## config.mk

```make
export PLATFORM = sky130hd
export DESIGN_NAME = digit_serial_adder
export DESIGN_NICKNAME = d
export VERILOG_FILES = /design/src/rtl/digit_serial_adder_pkg.sv /design/src/rtl/digit_serial_adder_digit.sv /design/src/rtl/digit_serial_adder.sv
export SDC_FILE = /design/constraint.sdc
export NUM_CORES = 1
export LEC_CHECK = 0
export CAP_MARGIN = 10
export CELL_PAD_IN_SITES_DETAIL_PLACEMENT = 1
export CELL_PAD_IN_SITES_GLOBAL_PLACEMENT = 1
export CORE_ASPECT_RATIO = 1.4
export CORE_UTILIZATION = 34
export CTS_CLUSTER_DIAMETER = 200
export DETAILED_ROUTE_END_ITERATION = 12
export PLACE_DENSITY_LB_ADDON = 0.1
export SLEW_MARGIN = 20
export SYNTH_ARGS = -nofsm -noshare
export SYNTH_HDL_FRONTEND = slang
export SYNTH_HIERARCHICAL = 1
export SYNTH_SLANG_ARGS = --single-unit
```

## constraint.sdc

```tcl
create_clock -name clk -period 2.1 [get_ports clk]
set_input_delay 0.63 -clock clk [delete_from_list [all_inputs] [get_ports clk]]
set_output_delay 0.63 -clock clk [all_outputs]
set_load 0.02 [all_outputs]
```

## src/rtl/digit_serial_adder_pkg.sv

```systemverilog
// Shared types and elaboration-time helpers for the digit-serial adder.
package adder_pkg;

    typedef enum logic [1:0] {IDLE, RUN, DONE} state_t;

    // Step-counter width: $clog2(WIDTH/DIGIT)+1, guarded against an illegal DIGIT of 0.
    function automatic int step_cnt_width(input int width, input int digit);
        if (digit < 1) return 1;
        return $clog2(width / digit) + 1;
    endfunction

    function automatic bit params_legal(input int width, input int digit);
        if (digit < 1) return 1'b0;
        if (digit > width) return 1'b0;
        return (width % digit) == 0;
    endfunction

endpackage

```

## src/rtl/digit_serial_adder_digit.sv

```systemverilog
// DIGIT-bit combinational ripple-carry slice built from full-adder cells.
module digit_adder #(
    parameter int DIGIT = 4
) (
    input  logic [DIGIT-1:0] a,
    input  logic [DIGIT-1:0] b,
    input  logic             ci,
    output logic [DIGIT-1:0] s,
    output logic             co
);

    logic [DIGIT:0] c;

    always_comb begin
        c    = '0;
        s    = '0;
        c[0] = ci;
        for (int unsigned i = 0; i < DIGIT; i++) begin
            s[i]     = a[i] ^ b[i] ^ c[i];
            c[i+1]   = (a[i] & b[i]) | (c[i] & (a[i] ^ b[i]));
        end
        co = c[DIGIT];
    end

endmodule

```

## src/rtl/digit_serial_adder.sv

```systemverilog
// Digit-serial adder: WIDTH-bit a+b+cin, DIGIT bits per clock, start/busy/done handshake.
// Optional subtract mode enabled by defining DIGIT_SERIAL_ADD_SUB_EN (adds the sub port).
module digit_serial_adder
    import adder_pkg::*;
#(
    parameter int WIDTH = 16,
    parameter int DIGIT = 4
) (
    input  logic             clk,
    input  logic             rst,
    input  logic             start,
    input  logic [WIDTH-1:0] a,
    input  logic [WIDTH-1:0] b,
    input  logic             cin,
`ifdef DIGIT_SERIAL_ADD_SUB_EN
    input  logic             sub,
`endif
    output logic             busy,
    output logic             done,
    output logic [WIDTH-1:0] sum,
    output logic             cout
);

    localparam int STEPS = WIDTH / DIGIT;
    localparam int CW    = step_cnt_width(WIDTH, DIGIT);
    localparam logic [CW-1:0] LAST = CW'(STEPS - 1);

    if (!params_legal(WIDTH, DIGIT)) begin : g_bad_params
        $error("digit_serial_adder: WIDTH (%0d) must be a multiple of DIGIT (%0d), DIGIT >= 1",
               WIDTH, DIGIT);
    end

    state_t           state;
    logic [CW-1:0]    cnt;
    logic [WIDTH-1:0] a_sh;
    logic [WIDTH-1:0] b_sh;
    logic             carry;
    logic [WIDTH-1:0] b_in;
    logic             c_in;
    logic [DIGIT-1:0] ds;
    logic             dco;
    logic [WIDTH-1:0] sum_next;

`ifdef DIGIT_SERIAL_ADD_SUB_EN
    // Two's-complement subtract: invert B and force the initial carry to 1.
    always_comb begin
        b_in = sub ? ~b : b;
        c_in = sub ? 1'b1 : cin;
    end
`else
    always_comb begin
        b_in = b;
        c_in = cin;
    end
`endif

    // New digit enters at the MSB end so the full result is aligned after STEPS shifts.
    always_comb begin
        sum_next                   = sum >> DIGIT;
        sum_next[WIDTH-1 -: DIGIT] = ds;
    end

    digit_adder #(.DIGIT(DIGIT)) u_digit (
        .a  (a_sh[DIGIT-1:0]),
        .b  (b_sh[DIGIT-1:0]),
        .ci (carry),
        .s  (ds),
        .co (dco)
    );

    always_ff @(posedge clk or posedge rst) begin
        if (rst) begin
            state <= IDLE;
            cnt   <= '0;
            a_sh  <= '0;
            b_sh  <= '0;
            carry <= 1'b0;
            sum   <= '0;
            cout  <= 1'b0;
            busy  <= 1'b0;
            done  <= 1'b0;
        end else begin
            case (state)
                IDLE, DONE: begin
                    done <= 1'b0;
                    if (start) begin
                        a_sh  <= a;
                        b_sh  <= b_in;
                        carry <= c_in;
                        cnt   <= '0;
                        busy  <= 1'b1;
                        state <= RUN;
                    end else begin
                        state <= IDLE;
                    end
                end
                RUN: begin
                    a_sh  <= a_sh >> DIGIT;
                    b_sh  <= b_sh >> DIGIT;
                    carry <= dco;
                    sum   <= sum_next;
                    if (cnt == LAST) begin
                        cnt   <= '0;
                        cout  <= dco;
                        busy  <= 1'b0;
                        done  <= 1'b1;
                        state <= DONE;
                    end else begin
                        cnt <= cnt + CW'(1);
                    end
                end
                default: state <= IDLE;
            endcase
        end
    end

endmodule
```

### Word level (Yosys, flattened, before mapping)

Cells that the tools add are included.

| word-level totals | value |
|---|---|
| bits in registers | 57 |
| bits in latches | 0 |
| bits in writable memories | 0 |
| ROM bits | 0 |
| output and inout bits | 19 |
| memories | 0 |

| operators by class | value |
|---|---|
| $add $sub $neg | 1 |
| multiply operators | 0 |
| div/mod/pow operators | 0 |
| magnitude comparators | 0 |
| equality and inequality tests | 5 |
| shift-type cells | 0 |
| mux-type cells | 17 |
| bitwise operators | 20 |
| reductions and logical operators | 7 |

Operator list:

| operator | number |
|---|---|
| $pmux W16 S2 | 2 |
| $mux W16 | 2 |
| $and A1 B1 Y1 | 8 |
| $xor A1 B1 Y1 | 8 |
| $mux W3 | 2 |
| $pmux W1 S2 | 3 |
| $pmux W3 S2 | 1 |
| $reduce_and A2 Y1 | 3 |
| $mux W1 | 5 |
| $ne A2 B2 Y1 const B | 2 |
| $or A1 B1 Y1 | 4 |
| $pmux W2 S2 | 1 |
| $add A3 B1 Y3 const B | 1 |
| $eq A3 B2 Y1 const B | 1 |
| $reduce_and A3 Y1 | 1 |
| $eq A2 B1 Y1 const B | 1 |
| $eq A2 B2 Y1 const B | 1 |
| $logic_not A2 Y1 | 1 |
| $mux W2 | 1 |
| $reduce_bool A2 Y1 | 1 |
| $reduce_or A2 Y1 | 1 |

### Longest topological paths before layout

Gate-level depths: netlist of run 1.

| logic depth | value |
|---|---|
| depth in word-level cells | 10 |
| depth in mapped cells | 10 |

### Hierarchy

Netlist of run 1, hierarchy kept.

By module, submodules not included:

| module | times used | cells each | area an instance (um^2) | sequential area each (um^2) |
|---|---|---|---|---|
| digit_serial_adder | 1 | 251 | 2376.0 | 1426.4 |
| digit_adder | 1 | 14 | 117.6 | 0.0 |

### Worst setup path before layout of run 1

OpenSTA, ideal clock, no wires.

| timing path | value |
|---|---|
| path type | reg2reg |
| start | reg a_sh[0] |
| end | reg sum[15] |
| setup time | 65 ps |
| data arrival time | 1974 ps |
| setup slack | 61 ps |
| stages on the path, launching flop included | 11 |
| path buffers | 0 |
| cell sequence | dfrtp_1 > fa_1 > inv_1 > fa_1 > inv_1 > fa_1 > inv_1 > fa_1 > inv_1 > nand2_1 > nand2_1 |

| on the way | value |
|---|---|
| cells in the longest elaborated chain, start to end | 8 |
| elaborated cells on any way between the ends | 9 |

RTL lines:

| what | RTL line | source |
|---|---|---|
| from (decl) | digit_serial_adder.sv:35 | `logic [WIDTH-1:0] a_sh;` |
| from (signal assigned) | digit_serial_adder.sv:98 | `a_sh <= a_sh >> DIGIT;` |
| $xor A1 B1 Y1 | digit_serial_adder_digit.sv:20 | `c[i+1] = (a[i] & b[i]) \| (c[i] & (a[i] ^ b[i]));` |
| $and A1 B1 Y1 | digit_serial_adder_digit.sv:20 |  |
| $or A1 B1 Y1 * | digit_serial_adder_digit.sv:20 |  |
| $and A1 B1 Y1 * | digit_serial_adder_digit.sv:20 |  |
| $or A1 B1 Y1 * | digit_serial_adder_digit.sv:20 |  |
| $and A1 B1 Y1 * | digit_serial_adder_digit.sv:20 |  |
| $or A1 B1 Y1 * | digit_serial_adder_digit.sv:20 |  |
| $xor A1 B1 Y1 * | digit_serial_adder_digit.sv:19 | `s[i] = a[i] ^ b[i] ^ c[i];` |
| named net ds[3] | digit_serial_adder.sv:40 | `logic [DIGIT-1:0] ds;` |
| to (signal assigned) | digit_serial_adder.sv:101 | `sum <= sum_next;` |
| to (decl) | digit_serial_adder.sv:20 | `output logic [WIDTH-1:0] sum,` |

The timed path passes the listed nets; every way through them passes the cells marked *.
A chain may end at the register's enable or synchronous reset.

### Worst setup path in the final report of run 1

Same ends and word-level chain as after synthesis.

==> reports/summary.md, run 1 <==
Power comes to 5.27 mW. The count of standard-cell rows came out at 36. In this run the clock root is driven by a sky130_fd_sc_hd__clkbuf_8. For this design the total switching power over the nets is 2.09 mW. For the worst setup slack before clock tree synthesis, the log shows -0.0847 ns. TritonCTS built the clock tree. Measured along the x axis, the die boundary spans 74.4 um. The initial utilization of the core area, before any placement, comes to 35.5%. In the final routing, the length of wire on met1 measures 2460 um. The mean instance size in the synthesized netlist was 9.41 sq um. Core area: 7030 sq um. Summed over all nets, wire length on met3 after detailed routing comes to 170 um. The worst hold-check path type was flip-flop to flip-flop. The mean routed wirelength per cell is 13.2 um. The worst-case IR drop observed on VDD is 0.622 mV. The final wirelength was 5580 um; the worst setup skew after layout was 0.00694 ns.

For this run, design rule violations remaining after detail routing come to 0. The run gives 0 as the total setup violations reported at the end of the flow. The minimum setup slack in the final design is 0.0215 ns.

The flow ran to the end, and the final reports show no timing, DRC or antenna violations. When the netlist entered floorplanning its net count stood at 306. Number of routed nets with antenna violations: 0.

After detailed routing, the number of vias per cell comes to 4.74. The run gives 3170 sq um as the placement-stage cell area. The number of pins exceeding their max-slew limit in the final report came out at 0. Cells with a size suffix above 1 make up 9.79% of the layout. The die covers 7690 sq um. The number of max-cap violations is 0.

The net count of the finished layout is 363. The die is 103 um tall. The number of port buffers came out at 54. After synthesis the cells add up to 2490 sq um. Compared with the post-synthesis result, the final layout area differs by 34.4%. The global placement routability congestion is 0.730. In this run the power density over the cells is 1570 nW/um^2.

The worst setup path is launched from a flip-flop. The family with the most delay on the worst path was adder cells. The switching part of the total is 39.6%. The tools report the unique cell type count in the Yosys netlist as 22. The total of flip-flops plus latches after synthesis was 57; the post-route clock period utilization was 99.0%. The worst-skew pair later-pin latency was 0.32 ns. The run gives 0 as the final hold violation count. Detailed placement finished with a half-perimeter wire length of 4050 um.

Entering global routing, the biggest net connects 38 pins. Global routing usage summed across all routing layers: 16.7%. In the detailed route, the total length drawn on met2 is 2840 um. The clock period could shrink to 2.08 ns. The internal power of the cells was 3.18 mW; the critical-path maximum fanout was 2. The total number of clock tree sinks is 57, and the slew of the pin with the lowest slew margin is 0.387 ns. The clock passes through at most 2 buffers. The number of antenna violations at the first check in global routing was 0; the final instance area was 3350 sq um.

In this run the count of I/O pins placed on the die edge is 55. The clock network burns 16.8% of the power. STA puts the critical path data arrival time at 2.34 ns.

The critical path is of the flip-flop to flip-flop type. Top routing layer in use: met4. The first global-routing pass estimated 9620 um of wire.

The run gives 46.3% as the combinational cell fraction of total power. The H-tree was split into 3 levels. The detailed router finished its first iteration with 33 violations. The cell with the largest stage delay on the worst path is sky130_fd_sc_hd__dfrtp_1. The clock-pin slew on the worst setup and hold paths is 0.06 ns. The tools report the critical path capture point type as a flip-flop. The number of buffers and inverters on the critical path is 4. The routed layout has 2001 vias. Number of buffers created by CTS: 9. Setup repair after global routing could not meet its margin everywhere. The largest stage delay on the critical path is 0.40 ns.

Before antenna repair, the detailed router went through 4 iterations. For the cell leakage power, the log shows 1.56 nW. For this run the aggregate overflow at the end of global routing stands at 0.

In the synthesized netlist, the number of instances is 265. In this run the tightest slew margin relative to its limit is 74.2%. The sequential fraction of the synthesis area is 57.2%, and the number of warning messages in the yosys log is 6. The critical path goes through fa_2 > inv_2 > fa_1 > inv_1 > fa_2 > inv_2 > fa_1 > inv_1 > nand2_1 > nand2_1.

The highest achievable clock rate is 481 MHz. At the worst endpoint, the required time is 2.36 ns. In this run, flip-flops and latches consume 36.9% of the power. The logs give 0 for the number of antenna cells inserted and 2074 for the number of global-route vias before repair.
## cell families after synthesis
kind of cell             after synthesis  synth area share [%]
AO/OA/AOI/OAI                         38                  10.4
adder cells (fa/ha/maj)                5                  3.71
buffers and inverters                 28                  6.77
flip-flops                            57                  57.2
multiplexers                           1                 0.452
AND/OR/NAND/NOR                      136                  21.5
## power groups by stage
| stage | Sequential, mW | Combinational, mW | Clock, mW |
|---|---|---|---|
| floorplan | 2.08 | 1.52 | 0 |
| global placement | 1.95 | 2.37 | 0 |
| detailed placement | 1.97 | 2.46 | 0 |
| CTS | 1.96 | 2.50 | 0.923 |
| global route | 2.02 | 2.81 | 0.970 |
| finish | 1.94 | 2.44 | 0.884 |
## layout by cell type (no fill, tap or decap), types with 2 or more instances in the layout
cell                              Yosys  routed
sky130_fd_sc_hd__clkbuf_1             0       2
sky130_fd_sc_hd__buf_12               0       6
sky130_fd_sc_hd__clkinv_2             0       3
sky130_fd_sc_hd__inv_1               11       8
sky130_fd_sc_hd__buf_4                7       3
sky130_fd_sc_hd__o21ai_1              2       2
sky130_fd_sc_hd__nand2_1            102     102
sky130_fd_sc_hd__fa_2                 0       2
sky130_fd_sc_hd__clkdlybuf4s50_1      0      54
sky130_fd_sc_hd__nand2b_1             3       2
sky130_fd_sc_hd__a31oi_1             25      25
sky130_fd_sc_hd__inv_2                0       3
sky130_fd_sc_hd__dfrtp_1             57      57
sky130_fd_sc_hd__clkbuf_8             0      11
sky130_fd_sc_hd__a22o_1               8       8
sky130_fd_sc_hd__fa_1                 4       2
sky130_fd_sc_hd__nor2_1              26      26
## cell type report
| type | instances | area, sq um |
|---|---|---|
| fillers | 827 | 3670 |
| flip-flops and latches | 57 | 1430 |
| multi-input cells | 180 | 908 |
| repair buffers | 63 | 683 |
| clock buffers | 13 | 159 |
| well taps | 95 | 119 |
| inverters | 11 | 41.3 |
| clock inverters | 3 | 15.0 |
## worst reg2reg max path: stages, from the launching register on
cell and delay [ns]:
sky130_fd_sc_hd__dfrtp_1 0.40, sky130_fd_sc_hd__fa_2 0.40, sky130_fd_sc_hd__inv_2 0.06, sky130_fd_sc_hd__fa_1 0.15
sky130_fd_sc_hd__inv_1 0.05, sky130_fd_sc_hd__fa_2 0.33, sky130_fd_sc_hd__inv_2 0.06, sky130_fd_sc_hd__fa_1 0.39
sky130_fd_sc_hd__inv_1 0.07, sky130_fd_sc_hd__nand2_1 0.05, sky130_fd_sc_hd__nand2_1 0.07
## through the flow
step                      setup TNS, ns  hold slack [ns]  util (%)  instances
final                                 0            0.476      47.7        422
after global routing             -0.134            0.508      47.7        422
after CTS                             0            0.486      47.7        422
after detailed placement         -0.148            0.469      45.0        405
after global placement                0            0.456      45.0        405
after floorplan                       0            0.450         -        265
## per-layer routing
layer	vias up	global-route usage, %
met2	43	28.1
met4	0	8.27
met1	981	20.3
met3	10	3.00
li1	967	-
met5	-	0
## registers in the layout, indices dropped and copies added (netlist names)
signal	flops
cnt	3
carry	1
state	2
b_sh	16
a_sh	16
done	1
busy	1
sum	16
cout	1
## timing repair
action                                  CTS  global route
hold buffers                              0             0
setup buffers                             1             0
pin swaps                                 1             2
endpoints found under the setup margin    2             3
resized for setup                         3             1
cloned                                    0             0
## synth_stat cells
| cell type | count | area (sq um) |
|---|---|---|
| sky130_fd_sc_hd__nor2_1 | 26 | 97.6 |
| sky130_fd_sc_hd__nand2_1 | 102 | 383 |
| sky130_fd_sc_hd__o21ai_1 | 2 | 10.0 |
| sky130_fd_sc_hd__dfrtp_1 | 57 | 1430 |
| sky130_fd_sc_hd__and2b_1 | 1 | 7.51 |
| sky130_fd_sc_hd__ha_1 | 1 | 12.5 |
| sky130_fd_sc_hd__buf_4 | 7 | 52.6 |
| sky130_fd_sc_hd__nand3_1 | 1 | 5.00 |
| sky130_fd_sc_hd__nand2b_1 | 3 | 18.8 |
| sky130_fd_sc_hd__a22o_1 | 8 | 70.1 |
| sky130_fd_sc_hd__inv_1 | 11 | 41.3 |
| sky130_fd_sc_hd__a31oi_1 | 25 | 156 |
| sky130_fd_sc_hd__nor2b_1 | 1 | 6.26 |
| sky130_fd_sc_hd__a21oi_1 | 1 | 5.00 |
| sky130_fd_sc_hd__mux2_1 | 1 | 11.3 |
| sky130_fd_sc_hd__buf_2 | 6 | 30.0 |
| sky130_fd_sc_hd__a32o_1 | 1 | 10.0 |
| sky130_fd_sc_hd__fa_1 | 4 | 80.1 |
| sky130_fd_sc_hd__o21a_1 | 1 | 7.51 |
| sky130_fd_sc_hd__nor2_4 | 1 | 11.3 |
| sky130_fd_sc_hd__buf_6 | 4 | 45.0 |
| sky130_fd_sc_hd__nor2_2 | 1 | 6.26 |
## final timing paths
path,slack [ns],start,depth (start not counted),to
setup / recovery,0.02,a_sh[0],10,sum[15]
hold / removal,0.48,sum[3],2,sum[3]
setup reg to reg,0.02,a_sh[0],10,sum[15]
hold reg to reg,0.48,sum[3],2,sum[3]
max in group asynchronous,1.03,rst,3,b_sh[9]
min in group asynchronous,0.61,rst,2,sum[8]
Power figures use the tool's default switching activity.
==> run 2, diff against run 1 <==
- CORE_UTILIZATION: 34 -> 42
- DONT_BUFFER_PORTS: not set -> 1
==> reports/summary.md, run 2 (synthesized netlist as in run 1, its figures left out) <==
The run finished with clean final reports. For the worst setup skew after layout, the log shows 0.00452 ns. Static timing analysis puts the maximum clock frequency at 479 MHz. 0 antenna diodes ended up in the layout.

At the pin with the least slew margin, the transition time is 0.427 ns. The post-route clock period utilization was 99.5%; the switching part of the total was 41.8%. The worst hold-check path type is input port to async pin. The core region is 5610 sq um. In this run the tightest slew margin relative to its limit is 71.4%. The clock net in this run drives a total of 57 sinks.

STA classifies the critical path endpoint as a flip-flop. Traced cell by cell, the critical path runs through fa_2 > inv_2 > fa_2 > inv_2 > fa_2 > inv_2 > fa_1 > inv_1 > nand2_1 > nand2_1. No sink is reached through more buffers than the 2 on the longest clock path.

The power density over the cells is 1780 nW/um^2. The library cell used most frequently in the layout, excluding fill and tap cells, is sky130_fd_sc_hd__nand2_1. The tools report the start of the worst register-to-register path as a_sh[0]. The detail route stage leaves a number of antenna-violating nets equal to 0. The tools report the maximum vdd drop as 0.606 mV. TritonCTS built the clock tree. In the final layout, the registers with the most flip-flops are a_sh (16), b_sh (16), sum (16). The largest stage delay on the critical path came out at 0.41 ns. The placement-stage cell area is 2530 sq um, and the number of port buffers is 0. The cell with the largest stage delay on the worst path was sky130_fd_sc_hd__dfrtp_1. Adding up every negative setup slack in the final design gives 0 ns.

The initial cell density of the core came out at 44.5%. The pre-antenna-repair detailed-routing pass consisted of 4 iterations. The tools report the number of antenna violations at the first check in global routing as 0. The mean routed wirelength per cell is 15.0 um, and the number of global-route vias before repair is 1853.

For the worst-skew pair, the clock arrives at the later sink with an insertion delay of 0.33 ns. The capturing element of the worst setup path is sum[15]. Compared with the post-synthesis result, the final layout area differs by 9.38%.

After layout, the minimum clock period comes to 2.09 ns. Setup repair after global routing could not meet its margin everywhere. The destination of the worst register-to-register timing path was sum[15].

The post-detailed-route via-to-cell ratio works out to 5.17. The clock root buffer master is sky130_fd_sc_hd__clkbuf_8. The die is 67.1 um wide. Setup violations remaining at the end of the flow were counted as 0. The first global-routing pass estimated 8870 um of wire. The die is 93.2 um tall. Summed over all layers, the global routing overflow is 0. The run gives 32 as the count of standard-cell rows. For the cell leakage power, the log shows 1.33 nW.

The tools report the reported net switching power as 2.03 mW. The worst setup path is launched from a flip-flop. The tools report the count of nets after finishing as 307. Counting cells, the worst reg-to-reg path comes to 10.

The clock network fraction of total power is 18.5%, and the initial DRC count is 53. The number of buffers created by CTS is 9, and the global placement routability congestion is 0.725. The tools report the combinational cell fraction of total power as 37.0%. The tool flagged a number of max-cap violations equal to 0.

The critical-path maximum fanout is 2, and the internal power of the cells is 2.83 mW. The tools report the launching element of the worst setup path as a_sh[0]. At the worst endpoint, the required time is 2.37 ns.

The final instance area is 2730 sq um. In this run the register-to-register setup slack is 0.01 ns. The tools report the final hold violation count as 0.

Number of H-tree levels: 3. The logs give 1753 for the total vias in the final route and 0 for the number of pins exceeding their max-slew limit in the final report. After clock tree synthesis, the clock-pin slew on the worst setup and hold paths is 0.06 ns. The logs give 0.225 ns for the final-layout worst hold slack and 2.36 ns for the worst endpoint data arrival time. The overall die area was 6250 sq um; the global routing usage summed across all routing layers was 19.4%. After detailed routing, the number of remaining DRC violations is 0. The share of cells above drive strength 1 is 12.2%, and the I/O pin total is 55. Per report_power, the sequential group accounts for 44.5% of the total. After legalization and detailed placement, the total HPWL measured 3270 um. The number of hold buffers added after cts came out at 0. The critical path is of the flip-flop to flip-flop type. Entering global routing, the biggest net connects 58 pins. The final wirelength is 5080 um. Counting the fill cells in the layout gives 646. In the layout the commonest cells are sky130_fd_sc_hd__nand2_1, sky130_fd_sc_hd__dfrtp_1, sky130_fd_sc_hd__nor2_1.
[run 2: per-layer routing]
layer / global-route usage, % / vias up / share of wire, %
met5: 0 / - / 0
met4: 10.1 / 0 / 1.8
met3: 6.34 / 6 / 6.5
met2: 27.4 / 48 / 47
met1: 25.9 / 846 / 45
li1: - / 853 / -
[run 2: stage by stage]
| step | util (%) | setup slack, ns | instances | power, mW |
|---|---|---|---|---|
| floorplan | - | 0.0610 | 265 | 3.60 |
| global placement | 45.2 | 0.00423 | 321 | 3.88 |
| detailed placement | 45.2 | -0.0486 | 321 | 3.95 |
| CTS | 48.7 | 0.00770 | 339 | 4.93 |
| global route | 48.7 | -0.104 | 339 | 5.37 |
| finish | 48.7 | 0.0104 | 339 | 4.86 |
[run 2: power by group through the flow]
| stage | Sequential, mW | Combinational [mW] | Clock [mW] |
|---|---|---|---|
| floorplan | 2.08 | 1.52 | 0 |
| global placement | 2.17 | 1.72 | 0 |
| detailed placement | 2.19 | 1.76 | 0 |
| CTS | 2.17 | 1.82 | 0.938 |
| global route | 2.25 | 2.14 | 0.987 |
| finish | 2.16 | 1.80 | 0.899 |
[run 2: area by class of cell]
cell class	instances	area (sq um)	share of cell area, %
Clock buffer	13	159	5.83
Clock inverter	3	15.0	0.550
Inverter	11	41.3	1.51
Multi-Input combinational cell	180	911	33.4
Sequential cell	57	1430	52.3
Tap cell	68	85.1	3.12
Timing Repair Buffer	7	90.1	3.30
[run 2: worst max-delay path, delay by kind of cell, from the launching register on]
family                   cells  cell delay [ns]
adder cells (fa/ha/maj)      4             1.32
buffers and inverters        4             0.22
flip-flops                   1             0.41
AND/OR/NAND/NOR              2             0.09
[run 2: repair_timing]
action / in CTS / in global routing
pin swaps: 2 / 1
buffers inserted: 2 / 0
resized for setup: 5 / 2
endpoints found under the setup margin: 2 / 3
[run 2: worst min-delay path by stage]
stage          startpoint     end  slack, ns
2_1_floorplan      cnt[0]  cnt[0]       0.45
3_3_place_gp       cnt[0]  cnt[0]       0.47
5_1_grt               rst  sum[1]       0.25
3_5_place_dp       cnt[0]  cnt[0]       0.48
4_1_cts               rst  sum[1]       0.23
6_report              rst  sum[1]       0.23
==> run 3, diff against run 2 <==
- PLACE_DENSITY: not set -> 0.82
- PLACE_DENSITY_LB_ADDON: 0.1 -> not set
- REMOVE_ABC_BUFFERS: not set -> 1
==> reports/summary.md, run 3 (synthesized netlist as in run 1, its figures left out) <==
The critical path contains buffers and inverters numbering 4 combined. TritonCTS built the clock tree. At the end of routability-driven placement, the weighted congestion stood at 0.700.

After detailed placement, the design holds a cell count of 323. Summing all placed instances gives a cell area of 2530 sq um. Classification of the worst setup path: flip-flop to flip-flop. The number of routed nets with antenna violations is 0. The most critical setup path has its startpoint at a_sh[0]. Following the worst setup path forward leads to its endpoint at sum[15]. The count of nets after finishing is 308. The clock root buffer master is sky130_fd_sc_hd__clkbuf_8. For this design the top-level I/O count stands at 55. Setup repair after global routing could not meet its margin everywhere. Clock tree synthesis inserted a total of 9 buffers. For the overall die area, the log shows 6250 sq um.

The total overflow left after global routing is 0. The library cells used most frequently in the layout, excluding fill and tap cells, are sky130_fd_sc_hd__nand2_1, sky130_fd_sc_hd__dfrtp_1, sky130_fd_sc_hd__nor2_1. The tool flagged a number of max-cap violations equal to 0. Highest achievable clock rate: 471 MHz. The power density over the cells was 1860 nW/um^2. Measured along the y axis, the die boundary spans 93.2 um. The signal on the critical path passes through fa_2 > inv_2 > fa_2 > inv_2 > fa_2 > inv_2 > fa_2 > inv_2 > nand2_2 > nand2_1. For the initial DRC count, the log shows 54. In this run the tool buffered the top-level ports with 0 buffer cells. The maximum number of pins on one net before global-route repair came out at 36.

The number of global-route vias before repair is 1941, and the cell count along the critical path is 10. The first global-routing pass estimated 9310 um of wire. The tree built by TritonCTS fans out to 57 sinks.

The path class of the tightest hold or removal check is input port to async pin. The tools report the global routing usage summed across all routing layers as 20.5%. The post-route netlist has 13.6% of its cells at a drive strength greater than 1. After clock tree synthesis, the clock-pin slew on the worst setup and hold paths is 0.07 ns.

The final reports fail on negative setup slack. The worst setup slack before clock tree synthesis came out at -0.119 ns. Cell with the largest stage delay on the worst path: sky130_fd_sc_hd__fa_2. Using the TritonRoute via totals, the vias-per-cell ratio works out to 5.35. The number of antenna violations at the first check in global routing was 0.

The worst-skew pair later-pin latency is 0.33 ns, and the count of standard-cell rows is 32. In this run the horizontal extent of the chip is 67.1 um. The total setup violations reported at the end of the flow was 1.

In this design, the stage delay of the slowest critical-path cell is 0.42 ns. The destination of the worst register-to-register timing path was sum[15]. The worst register-to-register path begins at a_sh[0]. The run gives 5610 sq um as the core area.

The total power after layout was 5.10 mW. For this run, the detailed router's first-pass iteration total came to 4. Along the worst path, the maximum fanout reaches 2.

Minimum clock period after layout: 2.12 ns. The tightest hold path in the finished design has a slack of 0.209 ns. At the pin with the least slew margin, the transition time is 0.512 ns. The final wirelength was 5580 um.

For the cell leakage power, the log shows 1.34 nW. The number of H-tree levels was 3. Once layout is done, the placed cells without fillers occupy 2750 sq um.

The final hold violation count is 0. The worst endpoint data arrival time was 2.39 ns. Minimum setup slack in the final design: -0.0221 ns. 0 antenna diodes ended up in the layout. The worst setup path is captured at a flip-flop. The worst register-to-register path has a depth of 10. The maximum vdd drop was 0.795 mV; the initial cell density of the core was 44.5%.

The DRC violation count after routing was 0. The number of pins exceeding their max-slew limit in the final report is 0, and the half-perimeter wire length after detailed placement is 3740 um. The routed layout has 1820 vias.

In the final layout, the registers with the most flip-flops are a_sh (16), b_sh (16), sum (16). The run finished, with violations left. Most common cell after layout, fill and taps aside: sky130_fd_sc_hd__nand2_1. After the flow finishes, the layout carries non-filler instances totaling 340.

The headroom to the max-slew limit is 65.8%, and the register-to-register setup slack is -0.02 ns. Area added between synthesis and finish: 10.1%. The tools report the critical path startpoint category as a flip-flop. Between clock sinks in the finished design, the worst skew comes to 0.00776 ns.

The worst path uses 101% of the clock period. In this run the deepest clock path goes through 2 buffers. The worst path required time came out at 2.37 ns.

The family with the most delay on the worst path is adder cells. The mean routed wirelength per cell works out to 16.4 um.
[run 3: layout make-up]
cell class,count,area (sq um)
clock buffers,13,149
clock inverters,3,40.0
fillers,647,2860
inverters,11,41.3
multi-input cells,180,920
flip-flops and latches,57,1430
well taps,68,85.1
repair buffers,8,85.1
[run 3: metrics by stage]
stage	TNS (ns)	util [%]
detailed placement	-0.228	45.2
floorplan	-5.31	-
CTS	-0.0390	49.0
finish	-0.0221	49.0
global route	-0.132	49.0
global placement	-0.00773	45.2
[run 3: report_power, final]
group | switching (mW) | internal [mW]
clock | 0.415 | 0.578
combinational | 1.18 | 0.763
sequential | 0.551 | 1.62
[run 3: metal layers]
metal | global-route usage, % | up-vias | routed length (um)
li1 | - | 856 | -
met1 | 24.6 | 893 | 2260
met2 | 32.3 | 57 | 2840
met3 | 5.00 | 14 | 336
met4 | 12.8 | 0 | 149
met5 | 0 | - | 0
[run 3: timing repair]
| action | 4_1_cts | 5_1_grt |
|---|---|---|
| hold buffers | 0 | 0 |
| buffers inserted | 1 | 0 |
| cloned | 0 | 0 |
| endpoints found under the setup margin | 2 | 2 |
| pin swaps | 1 | 1 |
| gates resized for setup | 8 | 3 |
[run 3: worst min-delay path by stage]
stage	startpoint	endpoint	slack (ns)	depth (start not counted)
2_1_floorplan	cnt[0]	cnt[0]	0.45	1
3_3_place_gp	cnt[0]	cnt[0]	0.48	1
3_5_place_dp	b_sh[14]	b_sh[14]	0.49	1
4_1_cts	rst	sum[13]	0.21	1
5_1_grt	rst	sum[13]	0.24	1
6_report	rst	done	0.21	1
